==> src/rtl/uart_rx_packer_if.sv <==
// uart_rx_packer_if: output word handshake between the UART packer and its consumer
// Signals:
//   data  [DEPTH-1:0][7:0]  packed word, data[0] is the first byte received
//   count                   number of valid bytes in data
//   valid                   producer holds an untaken word
//   ready                   consumer takes the word when valid && ready
interface uart_rx_packer_if #(
    parameter int DEPTH = 4
);
    logic [DEPTH-1:0][7:0]        data;
    logic [$clog2(DEPTH+1)-1:0]   count;
    logic                         valid;
    logic                         ready;
    modport master (output data, count, valid, input ready);
    modport slave (input data, count, valid, output ready);
endinterface

==> src/rtl/uart_rx_packer.sv <==
// uart_rx_packer: UART receiver (5..8 data bits, optional parity, 1/2 stop) packing DEPTH bytes per word
// Ports:
//   clk           system clock
//   arstn         synchronous active-low reset
//   rx_i          asynchronous serial line, idle high
//   out_if        master side of the word handshake (data, count, valid / ready)
//   frame_err_o   one-cycle pulse, a stop bit was sampled low
//   parity_err_o  one-cycle pulse, parity mismatch on an otherwise well-framed byte
//   overrun_o     one-cycle pulse, a finished word was dropped because the output was full
module uart_rx_packer #(
    parameter int CLK_FREQ  = 50_000_000,
    parameter int boadrate  = 115200,
    parameter int DATA_BITS = 8,
    parameter int PARITY    = 0,
    parameter int STOP_BITS = 1,
    parameter int DEPTH     = 4,
    parameter int TIMEOUT   = 0
) (
    input  logic              clk,
    input  logic              arstn,
    input  logic              rx_i,
    uart_rx_packer_if.master  out_if,
    output logic              frame_err_o,
    output logic              parity_err_o,
    output logic              overrun_o
);
    localparam int DIV = (CLK_FREQ + boadrate / 2) / boadrate;
    localparam int CW  = $clog2(DIV);
    localparam int IW  = DEPTH > 1 ? $clog2(DEPTH) : 1;
    localparam int NW  = $clog2(DEPTH + 1);
    localparam int TW  = $clog2(TIMEOUT + 2);

    typedef enum logic [2:0] {IDLE, START, DATA, PAR, STOP} state_e;

    state_e                 state_q;
    logic                   s1_q, s2_q, prev_q;
    logic [CW-1:0]          cnt_q;
    logic [2:0]             bit_q;
    logic [7:0]             byte_q;
    logic                   perr_q, ferr_q;
    logic [IW-1:0]          idx_q;
    logic [TW-1:0]          to_q;
    logic [DEPTH-1:0][7:0]  asm_q, data_q;
    logic [NW-1:0]          count_q;
    logic                   valid_q, frame_err_q, parity_err_q, overrun_q;

    logic                   fall, tick, commit, full, flush, push;
    logic [DEPTH-1:0][7:0]  word_d;

    always_comb begin
        word_d = asm_q;
        word_d[idx_q] = byte_q;
        fall = prev_q & ~s2_q;
        tick = cnt_q == '0;
        commit = state_q == STOP && !ferr_q && tick && s2_q && bit_q == 3'(STOP_BITS - 1) && !perr_q;
        full = commit && idx_q == IW'(DEPTH - 1);
        flush = TIMEOUT > 0 && state_q == IDLE && !fall && idx_q != '0 && tick && to_q == TW'(TIMEOUT - 1);
        push = full || flush;
    end

    // The bit counter free-runs at DIV cycles; every non-idle state samples on its wrap,
    // and in IDLE the same wrap paces the idle-timeout in whole bit periods.
    always_ff @(posedge clk) begin
        if (!arstn) begin
            state_q      <= IDLE;
            s1_q         <= 1'b1;
            s2_q         <= 1'b1;
            prev_q       <= 1'b1;
            cnt_q        <= '0;
            bit_q        <= '0;
            byte_q       <= '0;
            perr_q       <= 1'b0;
            ferr_q       <= 1'b0;
            idx_q        <= '0;
            to_q         <= '0;
            asm_q        <= '0;
            data_q       <= '0;
            count_q      <= '0;
            valid_q      <= 1'b0;
            frame_err_q  <= 1'b0;
            parity_err_q <= 1'b0;
            overrun_q    <= 1'b0;
        end else begin
            s1_q         <= rx_i;
            s2_q         <= s1_q;
            prev_q       <= s2_q;
            cnt_q        <= tick ? CW'(DIV - 1) : cnt_q - 1'b1;
            frame_err_q  <= 1'b0;
            parity_err_q <= 1'b0;
            overrun_q    <= 1'b0;
            if (valid_q && out_if.ready) valid_q <= 1'b0;
            if (push) begin
                if (!valid_q || out_if.ready) begin
                    data_q  <= flush ? asm_q : word_d;
                    count_q <= flush ? NW'(idx_q) : NW'(DEPTH);
                    valid_q <= 1'b1;
                end else overrun_q <= 1'b1;
            end
            if (commit) begin
                asm_q <= full ? '0 : word_d;
                idx_q <= full ? '0 : idx_q + 1'b1;
            end
            if (flush) begin
                asm_q <= '0;
                idx_q <= '0;
            end
            case (state_q)
                IDLE: begin
                    if (fall) begin
                        state_q <= START;
                        cnt_q   <= CW'(DIV / 2 - 1);
                        to_q    <= '0;
                        bit_q   <= '0;
                        byte_q  <= '0;
                        perr_q  <= 1'b0;
                    end else if (TIMEOUT > 0 && idx_q != '0 && tick) to_q <= flush ? '0 : to_q + 1'b1;
                end
                START: if (tick) state_q <= s2_q ? IDLE : DATA;
                DATA: begin
                    if (tick) begin
                        byte_q[bit_q] <= s2_q;
                        bit_q <= bit_q == 3'(DATA_BITS - 1) ? '0 : bit_q + 1'b1;
                        if (bit_q == 3'(DATA_BITS - 1)) state_q <= PARITY != 0 ? PAR : STOP;
                    end
                end
                PAR: begin
                    if (tick) begin
                        perr_q  <= (^byte_q ^ s2_q) != (PARITY == 1);
                        state_q <= STOP;
                    end
                end
                STOP: begin
                    // A parity error is only reported once the stop bits are known good,
                    // so a frame with both faults raises frame_err alone.
                    if (ferr_q) begin
                        if (s2_q) begin
                            state_q <= IDLE;
                            ferr_q  <= 1'b0;
                            cnt_q   <= CW'(DIV - 1);
                        end
                    end else if (tick) begin
                        if (!s2_q) begin
                            frame_err_q <= 1'b1;
                            ferr_q      <= 1'b1;
                        end else if (bit_q == 3'(STOP_BITS - 1)) begin
                            state_q      <= IDLE;
                            parity_err_q <= perr_q;
                        end else bit_q <= bit_q + 1'b1;
                    end
                end
                default: state_q <= IDLE;
            endcase
        end
    end

    assign out_if.data  = data_q;
    assign out_if.count = count_q;
    assign out_if.valid = valid_q;
    assign frame_err_o  = frame_err_q;
    assign parity_err_o = parity_err_q;
    assign overrun_o    = overrun_q;
endmodule

==> src/flat_wrapper.sv <==
// flat-port wrapper written by rule: the top's interface ports become plain ports
module uart_rx_packer_flat 
#(
    parameter int CLK_FREQ  = 50_000_000,
    parameter int boadrate  = 115200,
    parameter int DATA_BITS = 8,
    parameter int PARITY    = 0,
    parameter int STOP_BITS = 1,
    parameter int DEPTH     = 4,
    parameter int TIMEOUT   = 0
)
  (clk, arstn, rx_i, frame_err_o, parity_err_o, overrun_o, out_if_data, out_if_count, out_if_valid, out_if_ready);
  uart_rx_packer_if #(.DEPTH(DEPTH)) out_if_i ();
  input  logic clk;
  input  logic arstn;
  input  logic rx_i;
  output logic frame_err_o;
  output logic parity_err_o;
  output logic overrun_o;
  output wire logic [$bits(out_if_i.data)-1:0] out_if_data;
  output wire logic [$bits(out_if_i.count)-1:0] out_if_count;
  output wire logic [$bits(out_if_i.valid)-1:0] out_if_valid;
  input wire logic [$bits(out_if_i.ready)-1:0] out_if_ready;
  assign out_if_data = out_if_i.data;
  assign out_if_count = out_if_i.count;
  assign out_if_valid = out_if_i.valid;
  assign out_if_i.ready = out_if_ready;
  uart_rx_packer #(.CLK_FREQ(CLK_FREQ), .boadrate(boadrate), .DATA_BITS(DATA_BITS), .PARITY(PARITY), .STOP_BITS(STOP_BITS), .DEPTH(DEPTH), .TIMEOUT(TIMEOUT)) u_core (.clk(clk), .arstn(arstn), .rx_i(rx_i), .out_if(out_if_i), .frame_err_o(frame_err_o), .parity_err_o(parity_err_o), .overrun_o(overrun_o));
endmodule
==> config.mk <==
export PLATFORM = sky130hd
export DESIGN_NAME = uart_rx_packer_flat
export DESIGN_NICKNAME = d
export VERILOG_FILES = /design/src/rtl/uart_rx_packer_if.sv /design/src/rtl/uart_rx_packer.sv /design/src/flat_wrapper.sv
export SDC_FILE = /design/constraint.sdc
export NUM_CORES = 1
export LEC_CHECK = 0
export ABC_AREA = 1
export CORE_MARGIN = 4
export CORE_UTILIZATION = 55
export DETAILED_ROUTE_END_ITERATION = 10
export HOLD_SLACK_MARGIN = 0.15
export PLACE_DENSITY = 0.79
export SYNTH_ARGS = -nofsm -noshare
export SYNTH_HDL_FRONTEND = slang
export SYNTH_SLANG_ARGS = --single-unit
==> constraint.sdc <==
create_clock -name clk -period 4.04 [get_ports clk]
set_input_delay 0.808 -clock clk [delete_from_list [all_inputs] [get_ports clk]]
set_output_delay 0.808 -clock clk [all_outputs]
set_load 0.01 [all_outputs]
Word-level counts from Yosys, hierarchy flattened
Cells that the tools add are included.
{"block": "word_totals", "regBits": 99, "input_bits": 4, "out_inout_bits": 39, "elab_cells": 128}
{"block": "op_classes", "n_addsub": 3, "magnitude_cmp": 4, "eq_ne": 17, "n_mux": 46, "bitwise_logic": 7, "n_reduce_logical": 28}
{"op": "3-bit 2-to-1 mux", "n": 17}
{"op": "9-bit 2-to-1 mux", "n": 4}
{"op": "32-bit bitwise mux", "n": 1}
{"op": "32-bit 2-to-1 mux", "n": 1}
{"op": "8-bit 2-to-1 mux", "n": 3}
{"op": "9-bit case mux with 2 select lines", "n": 1}
{"op": "8-bit demux with 2-bit select", "n": 1}
{"op": "8-bit case mux with 2 select lines", "n": 1}
{"op": "3-bit case mux with 5 select lines", "n": 1}
{"op": "2-bit by 1-bit != test with 1-bit output, second input constant", "n": 7}
{"op": "1-bit 2-to-1 mux", "n": 10}
{"op": "1-bit logical AND", "n": 9}
{"op": "9-bit logical NOT", "n": 1}
{"op": "3-bit case mux with 3 select lines", "n": 1}
{"op": "9-bit by 1-bit subtractor with 9-bit output, second input constant", "n": 1}
{"op": "8-bit bitwise mux", "n": 1}
{"op": "8-bit AND reduction", "n": 1}
{"op": "8-bit XOR reduction", "n": 1}
{"op": "7-bit AND reduction", "n": 1}
{"op": "3-bit by 2-bit equality test with 1-bit output, second input constant", "n": 2}
{"op": "3-bit equality test, second input constant", "n": 2}
{"op": "3-bit logical NOT", "n": 2}
{"op": "3-bit AND reduction", "n": 2}
{"op": "6-bit OR reduction", "n": 1}
{"op": "other kinds (23)", "n": 33}

Logic depth before layout (Yosys ltp)
Gate-level depths: netlist of the first run.
{"block": "depth", "word_depth": 8, "mapped_depth": 14, "mapped_depth_nobuf": 12}

Least setup slack after synthesis of the first run
OpenSTA, ideal clock, no wires.
{"block": "synth_path", "kind": "register -> register", "from": "reg u_core.bit_q[0]", "to": "reg u_core.asm_q[12] (netlist bit)", "setup_ns": 0.116, "t_arrival_ns": 1.527, "required_time_ns": 3.924, "path_slack_ns": 2.397, "path_stages_with_launch": 11, "path_buffers": 1, "synth_period_minus_slack_ns": 1.643, "cell_sequence": "dfxtp_1 -> inv_1 -> ha_1 -> inv_1 -> nor2_1 -> nand3_1 -> nor2_2 -> nand2_2 -> clkbuf_1 -> o21ai_0 -> nor2_1"}
{"block": "synth_via", "elab_chain_len": 5}
{"element": "start, declared", "line": "uart_rx_packer.sv:38", "rtl": "logic [2:0] bit_q;"}
{"element": "start signal, assigned", "line": "uart_rx_packer.sv:122", "rtl": "bit_q <= bit_q == 3'(DATA_BITS - 1) ? '0 : bit_q + 1'b1;"}
{"element": "start signal, assigned", "line": "uart_rx_packer.sv:148", "rtl": "end else bit_q <= bit_q + 1'b1;"}
{"element": "3-bit logical NOT (*)", "line": "uart_rx_packer.sv:55", "rtl": "commit = state_q == STOP && !ferr_q && tick && s2_q && bit_q == 3'(STOP_BITS - 1) && !perr_q;"}
{"element": "1-bit logical AND (*) (2 in series)", "line": "uart_rx_packer.sv:55"}
{"element": "1-bit logical AND", "line": "uart_rx_packer.sv:56", "rtl": "full = commit && idx_q == IW'(DEPTH - 1);"}
{"element": "32-bit 2-to-1 mux", "line": "uart_rx_packer.sv:100", "rtl": "asm_q <= full ? '0 : word_d;"}
{"element": "end signal, assigned", "line": "uart_rx_packer.sv:100"}
{"element": "end, declared", "line": "uart_rx_packer.sv:43", "rtl": "logic [DEPTH-1:0][7:0] asm_q, data_q;"}
Mark *: on every way between the ends. The rest lies on a longest branch, timed or not.
A chain may end at the register's enable or synchronous reset.

Worst setup path in the final report of the first run
{"block": "layout_path", "from": "reg u_core.cnt_q[0]", "to": "reg u_core.valid_q (netlist: u_core.out_if.valid)"}
{"block": "layout_via", "elab_chain_len": 7}
{"element": "start, declared", "line": "uart_rx_packer.sv:37", "rtl": "logic [CW-1:0] cnt_q;"}
{"element": "start signal, assigned", "line": "uart_rx_packer.sv:87", "rtl": "cnt_q <= tick ? CW'(DIV - 1) : cnt_q - 1'b1;"}
{"element": "start signal, assigned", "line": "uart_rx_packer.sv:111", "rtl": "cnt_q <= CW'(DIV / 2 - 1);"}
{"element": "start signal, assigned", "line": "uart_rx_packer.sv:139", "rtl": "cnt_q <= CW'(DIV - 1);"}
{"element": "9-bit logical NOT", "line": "uart_rx_packer.sv:54", "rtl": "tick = cnt_q == '0;"}
{"element": "1-bit logical AND (4 in series)", "line": "uart_rx_packer.sv:55"}
{"element": "1-bit logical AND", "line": "uart_rx_packer.sv:56"}
{"element": "1-bit 2-to-1 mux", "line": "uart_rx_packer.sv:92", "rtl": "if (push) begin"}
{"element": "end signal, assigned", "line": "uart_rx_packer.sv:79", "rtl": "valid_q <= 1'b0;"}
{"element": "end signal, assigned", "line": "uart_rx_packer.sv:91", "rtl": "if (valid_q && out_if.ready) valid_q <= 1'b0;"}
{"element": "end signal, assigned", "line": "uart_rx_packer.sv:96", "rtl": "valid_q <= 1'b1;"}
{"element": "end, declared", "line": "uart_rx_packer.sv:45", "rtl": "logic valid_q, frame_err_q, parity_err_q, overrun_q;"}
No other way between the ends.

==> run metrics, run 1 <==
fin. max-slew vios 0; Relative slew margins 0.498; Non-Filler Instances 883; root buffer cell clkbuf_8; number of global-route vias before repair 4036; Placed Cells 867; Worst Setup End Kind flip-flop; setup violators final 0; area of the mapped netlist 0.00491 mm²; num rows 34; initial antenna violation count 0; post-place instance area about 0.0053 mm²; RSZ-0062 raised after global routing false; WL/cell 12.1 µm; R2R Path Start u_core.cnt_q[0]$_SDFF_PN0_; CTS resizes 0; Syn Inst Count 750; Vias about 4500; Hold Crit Start u_core.s1_q$_SDFF_PN1_; worst path required time 4310 ps; top post-synthesis cells by area dfxtp_1, nand2_1, nor2_1, inv_1, o21ai_0; synth unique cells 36; length in cells of the worst reg-to-reg path 11; gr usage total 0.212; Avg Cell Area, Syn 6.55 µm²; Pwr per Cell Area 462 mW/mm²; reg2reg end u_core.out_if.valid$_SDFF_PN0_; drc violations 0; setup bufs post-CTS 0; most common cell after layout, fill and taps aside nand2_1; Crit-path slowest cell nor2_2; part of the cycle the worst path needs 0.600; I/O pins 43; Final TNS setup 0 ps; clk_skew roughly 10 ps; post-synthesis sequential area ratio 0.404; Area growth syn-to-layout 12.4%; GP Congestion around 0.87; Net Sw Power 0.904 mW; number of I/O port buffers 40; die footprint 0.0105 mm²; Final Cell Area 0.00552 mm²; synthesized flop and latch total 99; Worst Path Max Fanout 50; most frequent cells in the layout nand2_1, nor2_1, inv_1; Avg Vias per Cell between 5 and 6; DR iter-0 viols 273; hold path cells 1; Comb power frac 0.297; Critical path origin u_core.cnt_q[0]$_SDFF_PN0_; clock power share 0.269; f_max 412 MHz; final core occ 0.633; drt total wl roughly 11000 µm; number of CTS-inserted buffers 9; Hold Crit Class reg -> reg; kind of critical path reg -> reg; CP endpoint u_core.out_if.valid$_SDFF_PN0_; die outline height 102 µm; Die X 102 µm; largest net degree at the start of global routing between 70 and 80; Core Box Area between 0.008 and 0.009 mm²; Yosys Warn Count 0; sequential power share 0.434; worst path cell trace inv_1 -> ha_1 -> inv_1 -> nor2_1 -> nand2_1 -> nor2_2 -> nand3_1 -> nor2_2 -> buf_4 -> nand2_4 -> a21oi_1; CP Launch Type flip-flop; status complete, no violations; H-tree depth 3; clock buffer depth 2; Final Critical Period 2430 ps; Layout Nets around 780; Cell Int Power 1.64 mW; Synth area leader dfxtp_1; Worst-Skew Late Latency 360 ps; Max rail drop VDD 292 µV; GRT overflow 0; crit path DAT around 2700 ps; worst stage delay on the critical path 410 ps; r2r setup slk ~1600 ps; TritonCTS clock tree built; post-route ant nets 0; post-DP HPWL 7150 µm; initial core utilization 0.563; n_diodes 0; actual slew at the worst max-slew pin 753 ps; Sink Count 99; total of max-cap violations 0; Worst-path clk slew 90 ps; hold_buf cts 0; first-pass GRT wire length 18100 µm; leak pwr 2.59 nW; DRT Pass-1 Iters 7; worst hold slack 420 ps; share of layout cells above drive strength 1 0.0594; final hold vios 0; post-synth top area share 0.404; Switching Share 0.355
-- how the worst min path moves through the flow --
stage,end,slack [ps]
global route,u_core.s2_q$_SDFF_PN1_,440
floorplan,u_core.s2_q$_SDFF_PN1_,390
detailed placement,u_core.s2_q$_SDFF_PN1_,410
finish,u_core.s2_q$_SDFF_PN1_,420
global placement,u_core.s2_q$_SDFF_PN1_,410
CTS,u_core.s2_q$_SDFF_PN1_,430
-- worst max-delay path: cells and delay by family (launching register included) --
family / cells / cell delay, ps
flops: 1 / 330
fa+ha+maj: 1 / 180
buf+inv: 3 / 560
compound gates: 1 / 190
simple gates: 6 / 1050
-- area by class of cell --
cell class / instances / area (µm²)
clock inverters: 5 / 77.6
multi-input cells: 508 / 2360
fillers: 816 / 3200
well taps: 108 / 135
clock buffers: 11 / 131
flip-flops and latches: 99 / 1980
inverters: 107 / 402
repair buffers: 45 / 433
-- metal layers --
metal | vias to the layer above | GRT usage | share of wire
met5 | - | 0 | 0
met4 | 0 | 0.0494 | 0.0080
met3 | 9 | 0.0382 | 0.059
met2 | 131 | 0.353 | 0.47
met1 | 2032 | 0.286 | 0.47
li1 | 2365 | - | -
-- stage by stage --
step | setup slack (ps) | power [mW]
CTS | 1660 | 2.55
global route | 1330 | 2.72
floorplan | 2400 | 1.74
finish | 1610 | 2.55
global placement | 1660 | 1.86
detailed placement | 1630 | 1.88
-- cell usage after synthesis, drive strengths merged --
cell type	number
o31ai	6
a31o	1
a21boi	1
or2	5
a41oi	1
buf	18
xor2	4
inv	107
a211oi	1
a221oi	1
xnor2	1
nor3	8
nand4	29
ha	9
nand3	26
nand3b	1
a31oi	1
nand2	167
conb	1
clkbuf	19
dfxtp	99
nor2	162
a21oi	25
o21ai	57
-- power by group through the flow --
stage	Clock (mW)	Combinational, mW	Sequential, mW
after detailed placement	0	0.750	1.13
final	0.685	0.756	1.11
after CTS	0.693	0.753	1.11
after global routing	0.735	0.867	1.12
after global placement	0	0.734	1.13
after floorplan	0	0.625	1.12
-- cell families (layout without fill, tap and decap cells) --
family | Yosys count | count (layout) | share of synthesized area
AOI/OAI and AO/OA | 94 | 94 | 0.105
adders and majority gates | 9 | 9 | 0.0229
buffers and inverters | 144 | 168 | 0.117
other | 1 | 2 | 0.000764
xor gates and xnor gates | 5 | 5 | 0.00892
and+or+nand+nor | 398 | 398 | 0.341
DFF | 99 | 99 | 0.404
-- state kept, by name, summed over array words and instances, names as in the netlist, 2 cells and up --
register	flops
u_core.asm_q	32
u_core.out_if.data	32
u_core.cnt_q	9
u_core.byte_q	8
u_core.bit_q	3
u_core.state_q	3
u_core.idx_q	2
No activity file was read; power rests on OpenSTA's default activity.
==> inputs of run 2 (changes only) <==
- clock period: 4.04 -> 2.45 ns (I/O delays scaled with it)
==> run 2 against run 1 <==
Final cell count up 0.23%. Critical path depth shrank 2. Routed wire length is 1.8% lower. Critical endpoint is now u_core.asm_q[7]$_SDFFE_PN0P_. Via count increased by 0.71%. Sequential share of layout area shrank 0.55 points. First-iteration DRC count down 16%. Setup slack worse by 1200 ps. Maximum frequency up 17%.
==> run metrics, run 2 (same netlist as run 1, synthesis figures left out) <==
Design Power 4.42 mW (was 2.55 mW); post-DP HPWL 7140 µm (was 7150 µm); f_max 484 MHz (was 412 MHz); Comb power frac 0.292 (was 0.297); leak pwr 2.64 nW (was 2.59 nW); GP Congestion 0.877 (was 0.871); CP Launch Type flip-flop (unchanged); initial core utilization 0.563 (unchanged); DR iter-0 viols 230 (was 273); Max rail drop VDD 597 µV (was 292 µV); M1 GR Usage 0.267 (was 0.286); Top Usage Layer GRT met2 (unchanged); H-tree depth 3 (unchanged); Pwr per Cell Area 789 mW/mm² (was 462 mW/mm²); first-pass GRT wire length 17700 µm (was 18100 µm); Switching Share 0.339 (was 0.355); RSZ-0062 raised after global routing false (unchanged); Final Critical Period 2070 ps (was 2430 ps); sequential power share 0.413 (was 0.434); number of global-route vias before repair 4097 (was 4036); kind of critical path reg -> reg (unchanged); part of the cycle the worst path needs 0.843 (was 0.600); grt met2 use 0.352 (was 0.353); root buffer cell clkbuf_8 (unchanged); I/O pins 43 (unchanged); die outline height 102 µm (unchanged); actual slew at the worst max-slew pin 647 ps (was 753 ps); total of max-cap violations 0 (unchanged); number of I/O port buffers 40 (unchanged); largest net degree at the start of global routing 72 (unchanged); n_diodes 0 (unchanged); worst path required time 2690 ps (was 4310 ps); GRT overflow 0 (unchanged); final hold vios 0 (unchanged); hold_buf cts 0 (unchanged); Area growth syn-to-layout 14.1% (was 12.4%); post-route ant nets 0 (unchanged); fin. max-slew vios 0 (unchanged); TritonCTS clock tree built (unchanged); Relative slew margins 0.568 (was 0.498); most common cell after layout, fill and taps aside nand2_1 (unchanged); CTS resizes 0 (unchanged); drt total wl 10500 µm (was 10700 µm); WL/cell 11.9 µm (was 12.1 µm); Avg Vias per Cell 5.16 (was 5.14); clock power share 0.295 (was 0.269); Crit-path slowest cell dfxtp_1 (was nor2_2); Worst-path clk slew 80 ps (was 90 ps); Core Box Area 0.00872 mm² (unchanged); worst stage delay on the critical path 380 ps (was 410 ps); Sink Count 99 (unchanged); fillcell total 782 (was 816); Die X 102 µm (unchanged); Worst Setup End Kind flip-flop (unchanged); Final TNS setup 0 ps (unchanged); family with the most delay on the worst path simple AND/OR/NAND/NOR gates (unchanged); CP bufs+invs 2 (was 3); number of CTS-inserted buffers 9 (unchanged); die footprint 0.0105 mm² (unchanged); drc violations 0 (unchanged); setup violators final 0 (unchanged); Vias 4569 (was 4537); Worst-Skew Late Latency 350 ps (was 360 ps); initial antenna violation count 0 (unchanged); Cell Int Power 2.92 mW (was 1.64 mW); share of layout cells above drive strength 1 0.0644 (was 0.0594); num rows 34 (unchanged); Worst Path Max Fanout 27 (was 50); Net Sw Power 1.50 mW (was 0.904 mW); gr usage total 0.207 (was 0.212); GRT met3 Usage 0.0307 (was 0.0382); worst path cell trace inv_1 -> ha_1 -> inv_1 -> nor2_1 -> nand3_1 -> nor2_2 -> nand2_2 -> o21ai_0 -> nor2_1 (was inv_1 -> ha_1 -> inv_1 -> nor2_1 -> nand2_1 -> nor2_2 -> nand3_1 -> nor2_2 -> buf_4 -> nand2_4 -> a21oi_1); Layout Nets 787 (was 783); crit path DAT 2310 ps (was 2700 ps); DRT Pass-1 Iters 6 (was 7); Hold Crit Class reg -> reg (unchanged); clock buffer depth 2 (unchanged); most frequent cells in the layout nand2_1, nor2_1, inv_1 (unchanged); status complete, no violations (unchanged); setup bufs post-CTS 0 (unchanged); clk_skew 9.95 ps (was 10.2 ps)
-- run 2: stage by stage --
stage / worst slack [ps] / area, µm² / util / instances / hold WS (ps)
global placement: 556 / 5350 / 0.614 / 871 / 410
finish: 384 / 5600 / 0.642 / 885 / 419
global route: 190 / 5600 / 0.642 / 885 / 437
detailed placement: 416 / 5350 / 0.614 / 871 / 399
floorplan: 807 / 4910 / - / 751 / 393
CTS: 383 / 5600 / 0.642 / 885 / 420
-- run 2: path summary, 6_finish.rpt --
path / start / endpoint / slack, ps / cells after the start
worst max-delay path: u_core.bit_q[0]$_SDFFE_PN0P_ / u_core.asm_q[7]$_SDFFE_PN0P_ / 380 / 9
worst min-delay path: u_core.s1_q$_SDFF_PN1_ / u_core.s2_q$_SDFF_PN1_ / 420 / 1
worst max register to register: u_core.bit_q[0]$_SDFFE_PN0P_ / u_core.asm_q[7]$_SDFFE_PN0P_ / 380 / 9
worst min register to register: u_core.s1_q$_SDFF_PN1_ / u_core.s2_q$_SDFF_PN1_ / 420 / 1
-- run 2: power groups by stage --
stage / logic (mW) / registers (mW) / clock network (mW)
after floorplan: 1.03 / 1.84 / 0
after global placement: 1.22 / 1.85 / 0
after detailed placement: 1.25 / 1.86 / 0
after CTS: 1.26 / 1.83 / 1.33
after global routing: 1.47 / 1.84 / 1.39
final: 1.29 / 1.83 / 1.30
-- run 2: worst register-to-register path: cells and delay by family (launching register included) --
kind	cells	cell delay (ps)
AND/OR/NAND/NOR	5	900
flip-flops	1	380
AO/OA/AOI/OAI	1	290
buffers and inverters	2	230
adder cells (fa/ha/maj)	1	180
-- run 2: area by class of cell --
type	instances	area, µm²	share of cell area
Clock inverter	5	128	0.0228
Sequential cell	99	1980	0.354
Multi-Input combinational cell	508	2360	0.421
Timing Repair Buffer	49	475	0.0849
Clock buffer	9	124	0.0221
Tap cell	108	135	0.0241
Inverter	107	402	0.0717
-- run 2: routing by layer --
layer | up-vias | wire length (µm)
met5 | - | 0
met4 | 0 | 206
met3 | 22 | 617
met2 | 143 | 4940
met1 | 2032 | 4740
li1 | 2372 | -
